<file path="src/rtl/uart_pkg.sv">
// Shared state encoding and bit-timing constants for the UART transmit path.
package uart_pkg;

  localparam int TICKS_PER_BIT = 16;

  typedef enum logic [2:0] {
    IDLE      = 3'd0,
    START     = 3'd1,
    DATA      = 3'd2,
    PARITY    = 3'd3,
    STOP      = 3'd4,
    BRK_LOW   = 3'd5,
    BRK_GUARD = 3'd6
  } tx_state_e;

  function automatic logic even_parity(input logic [7:0] data);
    return ^data;
  endfunction

endpackage

</file>
<file path="src/rtl/uart_tx_frame_ctrl_if.sv">
// Byte/break request side and serial line of the UART transmit controller.
interface uart_tx_frame_ctrl_if;

  logic [7:0] TX_Data;
  logic       TX_Valid;
  logic       TX_Ready;
  logic       Break_Req;
  logic       Break_Done;
  logic       Busy;
  logic       TX_Out;

  modport master (
    output TX_Data, TX_Valid, Break_Req,
    input  TX_Ready, Break_Done, Busy, TX_Out
  );

  modport slave (
    input  TX_Data, TX_Valid, Break_Req,
    output TX_Ready, Break_Done, Busy, TX_Out
  );

endinterface

</file>
<file path="src/rtl/uart_bit_timer.sv">
// Counts 16x-baud strobes and flags the strobe that closes a bit-time.
module uart_bit_timer
  import uart_pkg::*;
(
  input  logic Clk,
  input  logic Reset,
  input  logic strobe_i,
  input  logic clr_i,
  output logic bit_end_o
);

  localparam logic [3:0] LAST_TICK = 4'(TICKS_PER_BIT - 1);

  logic [3:0] cnt_q, cnt_d;

  always_comb begin
    cnt_d = cnt_q;
    if (clr_i) begin
      cnt_d = '0;
    end else if (strobe_i) begin
      cnt_d = cnt_q + 4'd1;
    end
  end

  always_ff @(posedge Clk) begin
    if (Reset) begin
      cnt_q <= '0;
    end else begin
      cnt_q <= cnt_d;
    end
  end

  assign bit_end_o = strobe_i & (cnt_q == LAST_TICK);

endmodule

</file>
<file path="src/rtl/uart_tx_frame_ctrl.sv">
// UART transmit sequencer: 8-bit frames with optional even parity and 1/2 stop
// bits, plus a long-break (comm-clear) generator with a one-bit guard time.
module uart_tx_frame_ctrl
  import uart_pkg::*;
#(
  parameter int C_STOP_BITS  = 1,
  parameter int C_PARITY_EN  = 0,
  parameter int C_BREAK_BITS = 11
) (
  input  logic                 Clk,
  input  logic                 Reset,
  input  logic                 EN_16x_Baud,
  uart_tx_frame_ctrl_if.slave  bus
);

  localparam logic       PAR_EN    = (C_PARITY_EN != 0);
  localparam logic [7:0] STOP_LAST = 8'(C_STOP_BITS - 1);
  localparam logic [7:0] BRK_LAST  = 8'(C_BREAK_BITS - 1);

  tx_state_e  state_q, state_d;
  logic [7:0] data_q, data_d;
  logic [2:0] idx_q, idx_d;
  logic [7:0] cnt_q, cnt_d;
  logic       tx_q, tx_d;
  logic       done_q, done_d;
  logic       bit_end;
  logic       tmr_clr;

  // Tick counter is held at zero while idle so every accept starts a fresh bit.
  assign tmr_clr = (state_q == IDLE);

  uart_bit_timer u_bit_timer (
    .Clk       (Clk),
    .Reset     (Reset),
    .strobe_i  (EN_16x_Baud),
    .clr_i     (tmr_clr),
    .bit_end_o (bit_end)
  );

  always_comb begin
    state_d = state_q;
    data_d  = data_q;
    idx_d   = idx_q;
    cnt_d   = cnt_q;
    tx_d    = tx_q;
    done_d  = 1'b0;
    case (state_q)
      IDLE: begin
        if (bus.Break_Req) begin
          state_d = BRK_LOW;
          tx_d    = 1'b0;
          cnt_d   = '0;
        end else if (bus.TX_Valid) begin
          data_d  = bus.TX_Data;
          state_d = START;
          tx_d    = 1'b0;
        end
      end
      START: begin
        if (bit_end) begin
          state_d = DATA;
          idx_d   = '0;
          tx_d    = data_q[0];
        end
      end
      DATA: begin
        if (bit_end) begin
          if (idx_q == 3'd7) begin
            if (PAR_EN) begin
              state_d = PARITY;
              tx_d    = even_parity(data_q);
            end else begin
              state_d = STOP;
              tx_d    = 1'b1;
              cnt_d   = '0;
            end
          end else begin
            idx_d = idx_q + 3'd1;
            tx_d  = data_q[idx_q + 3'd1];
          end
        end
      end
      PARITY: begin
        if (bit_end) begin
          state_d = STOP;
          tx_d    = 1'b1;
          cnt_d   = '0;
        end
      end
      STOP: begin
        // Leaving STOP lands in IDLE, where the next byte can be taken at once.
        if (bit_end) begin
          if (cnt_q == STOP_LAST) begin
            state_d = IDLE;
          end else begin
            cnt_d = cnt_q + 8'd1;
          end
        end
      end
      BRK_LOW: begin
        if (bit_end) begin
          if (cnt_q == BRK_LAST) begin
            state_d = BRK_GUARD;
            tx_d    = 1'b1;
          end else begin
            cnt_d = cnt_q + 8'd1;
          end
        end
      end
      BRK_GUARD: begin
        if (bit_end) begin
          state_d = IDLE;
          done_d  = 1'b1;
        end
      end
      default: begin
        state_d = IDLE;
        tx_d    = 1'b1;
      end
    endcase
  end

  always_ff @(posedge Clk) begin
    if (Reset) begin
      state_q <= IDLE;
      idx_q   <= '0;
      cnt_q   <= '0;
      tx_q    <= 1'b1;
      done_q  <= 1'b0;
    end else begin
      state_q <= state_d;
      idx_q   <= idx_d;
      cnt_q   <= cnt_d;
      tx_q    <= tx_d;
      done_q  <= done_d;
    end
  end

  always_ff @(posedge Clk) begin
    data_q <= data_d;
  end

  assign bus.TX_Ready   = (state_q == IDLE);
  assign bus.Busy       = (state_q != IDLE);
  assign bus.TX_Out     = tx_q;
  assign bus.Break_Done = done_q;

endmodule

</file>
<file path="src/flat_wrapper.sv">
// flat-port wrapper written by rule: the top's interface ports become plain ports
module uart_tx_frame_ctrl_flat import uart_pkg::*;
#(
  parameter int C_STOP_BITS  = 1,
  parameter int C_PARITY_EN  = 0,
  parameter int C_BREAK_BITS = 11
)
  (Clk, Reset, EN_16x_Baud, bus_TX_Data, bus_TX_Valid, bus_Break_Req, bus_TX_Ready, bus_Break_Done, bus_Busy, bus_TX_Out);
  uart_tx_frame_ctrl_if bus_i ();
  input  logic Clk;
  input  logic Reset;
  input  logic EN_16x_Baud;
  input wire logic [$bits(bus_i.TX_Data)-1:0] bus_TX_Data;
  input wire logic [$bits(bus_i.TX_Valid)-1:0] bus_TX_Valid;
  input wire logic [$bits(bus_i.Break_Req)-1:0] bus_Break_Req;
  output wire logic [$bits(bus_i.TX_Ready)-1:0] bus_TX_Ready;
  output wire logic [$bits(bus_i.Break_Done)-1:0] bus_Break_Done;
  output wire logic [$bits(bus_i.Busy)-1:0] bus_Busy;
  output wire logic [$bits(bus_i.TX_Out)-1:0] bus_TX_Out;
  assign bus_i.TX_Data = bus_TX_Data;
  assign bus_i.TX_Valid = bus_TX_Valid;
  assign bus_i.Break_Req = bus_Break_Req;
  assign bus_TX_Ready = bus_i.TX_Ready;
  assign bus_Break_Done = bus_i.Break_Done;
  assign bus_Busy = bus_i.Busy;
  assign bus_TX_Out = bus_i.TX_Out;
  uart_tx_frame_ctrl #(.C_STOP_BITS(C_STOP_BITS), .C_PARITY_EN(C_PARITY_EN), .C_BREAK_BITS(C_BREAK_BITS)) u_core (.Clk(Clk), .Reset(Reset), .EN_16x_Baud(EN_16x_Baud), .bus(bus_i));
endmodule
</file>
<file path="config.mk">
export PLATFORM = sky130hd
export DESIGN_NAME = uart_tx_frame_ctrl_flat
export DESIGN_NICKNAME = d
export VERILOG_FILES = /design/src/rtl/uart_pkg.sv /design/src/rtl/uart_tx_frame_ctrl_if.sv /design/src/rtl/uart_bit_timer.sv /design/src/rtl/uart_tx_frame_ctrl.sv /design/src/flat_wrapper.sv
export SDC_FILE = /design/constraint.sdc
export NUM_CORES = 1
export LEC_CHECK = 0
export CORE_ASPECT_RATIO = 1.2
export CORE_MARGIN = 2
export CORE_UTILIZATION = 55
export DETAILED_ROUTE_END_ITERATION = 8
export DONT_BUFFER_PORTS = 1
export PLACE_DENSITY_LB_ADDON = 0.08
export RECOVER_POWER = 100
export SYNTH_ARGS = -nofsm -noshare
export SYNTH_HDL_FRONTEND = slang
export SYNTH_SLANG_ARGS = --single-unit
</file>
<file path="constraint.sdc">
create_clock -name Clk -period 1.8 [get_ports Clk]
set_input_delay 0.18 -clock Clk [delete_from_list [all_inputs] [get_ports Clk]]
set_output_delay 0.18 -clock Clk [all_outputs]
set_load 0.01 [all_outputs]
</file>
-- Word level (Yosys, flattened, before mapping)
Index checks and enable logic that the tools add are counted.
- register bits after elaboration: 28
- input bits: 13
- output and inout port bits: 4
- add/sub/neg operators: 3
- $lt $le $gt $ge: 1
- equality and inequality tests: 23
- muxes and demuxes: 36
- bitwise logic cells: 4
- reduce and logical (&&, ||, !) cells: 13
- operators with widths (operator ; count):
    $mux W8 ; 8
    $pmux W8 S5 ; 1
    $mux W3 ; 13
    $pmux W3 S7 ; 1
    $ne A2 B1 Y1 const B ; 9
    $eq A3 B3 Y1 const B ; 4
    $mux W1 ; 10
    $reduce_and A10 Y1 ; 1
    $reduce_and A9 Y1 ; 1
    $add A8 B1 Y8 const B ; 1
    $eq A8 B4 Y1 const B ; 1
    $logic_not A8 Y1 ; 1
    $ne A2 B2 Y1 const B ; 4
    $reduce_and A7 Y1 ; 1
    $eq A3 B2 Y1 const B ; 2
    $pmux W1 S6 ; 1
    $pmux W3 S2 ; 1
    $reduce_or A2 Y1 ; 3
    $reduce_bool A5 Y1 ; 1
    $add A4 B1 Y4 const B ; 1
    $eq A4 B4 Y1 const B ; 1
    $lt A3 B4 Y1 const B ; 1
    $reduce_and A4 Y1 ; 1
    $add A3 B1 Y3 const B ; 1
    9 further kinds ; 11

-- Depth between registers and ports, before layout
- depth after elaboration: 6
- gate-level depth with buffers: 7

-- Modules after synthesis
From an unflattened synthesis, not the netlist that was laid out.
- cells, all modules: 157
- area, all modules: 1549.0 um^2
- modules (own cells, without submodules) (module ; instances ; cells an instance ; area each (um^2)):
    uart_tx_frame_ctrl ; 1 ; 139 ; 1327.5
    uart_bit_timer ; 1 ; 18 ; 221.5

-- Least setup slack after synthesis
OpenSTA, ideal clock, no wires.
- path kind: register -> register
- from: reg u_core.state_q[2]
- to: reg u_core.data_q[0], enable pin
- data arrival time: 1561 ps
- required time: 1415 ps
- setup slack: -146 ps
- cell stages (with the launch flop): 4
- clock period less this slack: 1946 ps
- cells stage by stage: dfxtp_1 -> or3_1 -> clkbuf_1 -> nor3b_1
- longest elaborated chain between the ends: 2
- ends and longest elaborated chain (element ; line ; RTL):
    start: declaration ; uart_tx_frame_ctrl.sv:20 ; tx_state_e state_q, state_d;
    start signal: assignment ; uart_tx_frame_ctrl.sv:131 ; state_q <= state_d;
    $logic_not A3 Y1 ; uart_tx_frame_ctrl.sv:47 ; case (state_q)
    $reduce_and A3 Y1 (no line) ; n/a ;
    end signal: assignment ; uart_tx_frame_ctrl.sv:140 ; data_q <= data_d;
    end: declaration ; uart_tx_frame_ctrl.sv:21 ; logic [7:0] data_q, data_d;
No other way between the ends.
A chain may end at the register's enable or synchronous reset.

-- Worst setup path in the final report
- from: reg u_core.u_bit_timer.cnt_q[1]
- to: reg u_core.cnt_q[5]
- longest elaborated chain between the ends: 4
- elaborated cells between the ends (all ways): 7
- those cells by class: eq/ne: 5; bitwise: 1; reduce/logical: 1
- ends and longest elaborated chain (element ; line ; RTL):
    start: declaration ; uart_bit_timer.sv:14 ; logic [3:0] cnt_q, cnt_d;
    start signal: assignment ; uart_bit_timer.sv:29 ; cnt_q <= cnt_d;
    $eq A4 B4 Y1 * ; uart_bit_timer.sv:33 ; assign bit_end_o = strobe_i & (cnt_q == LAST_TICK);
    $and A1 B1 Y1 * ; uart_bit_timer.sv:33 ;
    $ne A2 B1 Y1 (no line) ; n/a ;
    $reduce_and A9 Y1 (no line) * ; n/a ;
    end signal: assignment ; uart_tx_frame_ctrl.sv:133 ; cnt_q <= cnt_d;
    end: declaration ; uart_tx_frame_ctrl.sv:23 ; logic [7:0] cnt_q, cnt_d;
Every way passes the cells marked *; elsewhere a longest branch is shown, timed or not.

==> impl_metrics.csv <==
group,metric,value,unit
synth,synthTopCellsByArea,"dfxtp_1, edfxtp_1, ha_1",
cts,cts.sinks,28,
drt,drc_errors,0,
cts,cts_buffers,3,
die,ios,17,
flow_run,cap_violations,0,
min_path,min_path_cells,1,
cts,ctsHoldBuffers,8,
global_route,grt_pass1_wl,6.96,mm
power_and_ir_drop,p_seq_share,33.0,%
sta,hold_slack,-0.125,ns
synth,synth_common_cells,"dfxtp_1, nand2_1, o21ai_0",
synth,synth_top_area_cell,"dfxtp_1",
cts,cts_htree_levels,1,
sta,finalWorstSetupSlack,-0.133,ns
die,core_area,2580,um2
synth,synth_top_family_by_area,"simple AND/OR/NAND/NOR gates",
power_and_ir_drop,peakVddDrop,920,uV
power_and_ir_drop,leakage,0.793,nW
setup_path,reg2reg_slack,-0.13,ns
global_route,antenna_found_initial,0,
synth,ys.flop_type,"dfxtp_1",
setup_path,crit_path_max_incr_delay,0.43,ns
setup_path,cp_num_buf_inv,0,
setup_path,crit_slowest_cell,"or3b_4",
sta,post-route-min-period,1.93,ns
sta,final_max_slew_viol_count,0,
power_and_ir_drop,switching_share,38.0,%
sta,finClkSkew,0.0134,ns
setup_path,crit_path_end_kind,"flop",
die,initial_utilization,58.6,%
synth,synth_xor_area_share,1.74,%
setup_path,path_class,"reg2reg",
power_and_ir_drop,switching_power,0.000960,W
sta,rsz0062_at_grt,"true",
run_status,status,"complete, but fails checks",
setup_path,rr_endpoint,"u_core.cnt_q[5]$_SDFFE_PP0P_",
die,die_w,51.8,um
synth,syn-num-nets,180,
layout,syn2layout_area_growth,46.5,%
synth,yosysMostFrequentCell,"dfxtp_1",
power_and_ir_drop,p_total,0.00253,W
cts,clockBufferDepth,2,
drt,ant_nets,0,
synth,synth.avg_cell_area,9.38,um2
die,die_height,61.4,um
setup_path,crit_chain,"ha_4 > nand4_4 > a221oi_4 > nand2_2 > or3b_4 > o221a_1",
placed_design,io_buffers,0,
setup_path,crit_family,"simple AND/OR/NAND/NOR gates",
synth,yosys.area_share.simple,25.8,%
global_route,grt_max_degree,17,
layout,n_antenna_cell,0,
synth,synth_edf_count,8,
setup_path,crit-reg2reg-launch,"u_core.u_bit_timer.cnt_q[1]$_SDFFE_PP0P_",
drt,drtIter0Drc,55,
run_status,violations,"hold timing, setup timing",
sta,finalSetupViolCount,12,
layout,final_layout_size_suffix_gt1_share,41.3,%
setup_path,cp-start-kind,"flop",
sta,period_share,107,%
layout,fin_util,85.8,%
die,fp-row-count,20,
placed_design,post-place-ws,-0.104,ns
synth,synth-compound-area-share,17.6,%
synth,yosysTopAreaCellShare,26.5,%
synth,seq_area_frac_synth,42.4,%
setup_path,r2r.worst_path.cells,6,
sta,max_freq,517,MHz
synth,netlist_area,1510,um2
min_path,worstHoldStart,"Reset",
global_route,first_global_vias,1535,
drt,vias,1510,
drt,wl_per_cell,19.8,um
sta,max_slew.worst_pin.slew,0.540,ns
cts,cts_tree,"built",
sta,hold_viol,12,
synth,synth-seq-cells,28,
power_and_ir_drop,p_comb_share,50.3,%
synth,synth_fa_ha_area_share,4.97,%
sta,max_slew_margin,63.9,%
setup_path,cp.required,2.05,ns
min_path,worstHoldPathType,"in2reg",
drt,wirelength,4.78,mm
placed_design,hpwl,2.69,mm
die,die-area,3180,um2
drt,first_pass_iters,4,
setup_path,critPathArrivalTime,2.18,ns
setup_path,critical_path.max_fanout,5,
min_path,min_to,"u_core.state_q[1]$_SDFFE_PP0P_",
synth,ys_types,42,
power_and_ir_drop,internal-power,0.00157,W
global_route,gr-usage-all-layers,30.3,%
power_and_ir_drop,power_frac_clock,16.7,%
cts,clk_pin_slew,0.16,ns
synth,async_flop_share,0,%
drt,via_per_inst,6.27,
layout,finalNetCount,228,
cts,cts_root_buffer,"clkbuf_4",
placed_design,place.gp.congestion,0.883,
synth,synth_warnings,0,
power_and_ir_drop,cellPowerDensity,1140,nW/um2
global_route,grt-ovfl-total,0,
synth,synth_mux_area_share,4.39,%
cts,insertion_delay,0.34,ns
synth,syn_inst,161,
[kinds of logic after synthesis]
kind of cell    after synthesis
simple gates                 71
buf+inv                      12
xor+xnor                      3
fa+ha+maj                     6
compound gates               37
flops                        28
mux                           4
[cell usage in the layout, fill, tap and decap left out, types with 3 or more instances in the layout]
| cell | instances |
|---|---|
| a21oi_1 | 6 |
| buf_4 | 37 |
| buf_6 | 3 |
| clkbuf_4 | 3 |
| dfxtp_1 | 12 |
| dfxtp_2 | 7 |
| dlygate4sd3_1 | 8 |
| edfxtp_1 | 8 |
| ha_4 | 3 |
| inv_1 | 5 |
| nand2_1 | 15 |
| nand2b_1 | 4 |
| nand3_1 | 4 |
| nand4_1 | 3 |
| nor2_1 | 8 |
| nor3_1 | 7 |
| o21ai_0 | 11 |
| o221a_1 | 6 |
| or3_1 | 4 |
[per-stage QoR]
stage	std cells	instance area, um2	TNS [ns]
3_5_place_dp	221	1810	-0.782
3_3_place_gp	221	1810	-0.310
2_1_floorplan	161	1550	-0.00401
5_1_grt	241	2210	-1.69
4_1_cts	238	2030	-0.364
6_report	241	2210	-1.20
[state kept, by name (all words and copies together), names as in the netlist]
register / flops
u_core.bus.Break_Done: 1
u_core.bus.TX_Out: 1
u_core.cnt_q: 8
u_core.data_q: 8
u_core.idx_q: 3
u_core.state_q: 3
u_core.u_bit_timer.cnt_q: 4
[power by group through the flow]
stage	logic (W)	registers, W	clock network, W
6_report	0.00127	0.000832	0.000422
5_1_grt	0.00135	0.000836	0.000447
4_1_cts	0.00102	0.000808	0.000420
3_5_place_dp	0.000897	0.000820	0
3_3_place_gp	0.000868	0.000811	0
2_1_floorplan	0.000585	0.000788	0
[metal layers]
layer  share of wire, %  up-vias  global-route usage [%]
met5                  0        -                       0
met4                5.7        0                    12.4
met3                4.5       28                    4.13
met2                 53       79                    62.0
met1                 37      702                    30.0
li1                   -      701                       -
[how the worst max path moves through the flow]
stage                                                   startpoint                              to  depth (start not counted)  slack (ns)
after floorplan           u_core.u_bit_timer.cnt_q[1]$_SDFFE_PP0P_    u_core.cnt_q[3]$_SDFFE_PP0P_                          6      -0.001
after CTS                             u_core.cnt_q[0]$_SDFFE_PP0P_  u_core.state_q[0]$_SDFFE_PP0P_                          7       -0.08
final                     u_core.u_bit_timer.cnt_q[1]$_SDFFE_PP0P_    u_core.cnt_q[5]$_SDFFE_PP0P_                          6       -0.13
after detailed placement              u_core.cnt_q[0]$_SDFFE_PP0P_    u_core.cnt_q[5]$_SDFFE_PP0P_                          7       -0.10
after global placement                u_core.cnt_q[0]$_SDFFE_PP0P_    u_core.cnt_q[0]$_SDFFE_PP0P_                          8       -0.07
after global routing      u_core.u_bit_timer.cnt_q[1]$_SDFFE_PP0P_    u_core.cnt_q[5]$_SDFFE_PP0P_                          6       -0.17
[final cells by class]
type	instances	area (um2)
fillers	130	365
multi-input cells	121	1040
flip-flops and latches	28	653
inverters	7	30.0
clock inverters	1	30.0
repair buffers	48	392
well taps	33	41.3
clock buffers	3	22.5
[repair_timing]
action | CTS | global route
endpoints found under the setup margin | 12 | 13
resized for setup | 12 | 31
pin swaps | 6 | 7
buffers inserted | 5 | 4
hold endpoints to repair | 20 | 12
Power figures use the tool's default switching activity.
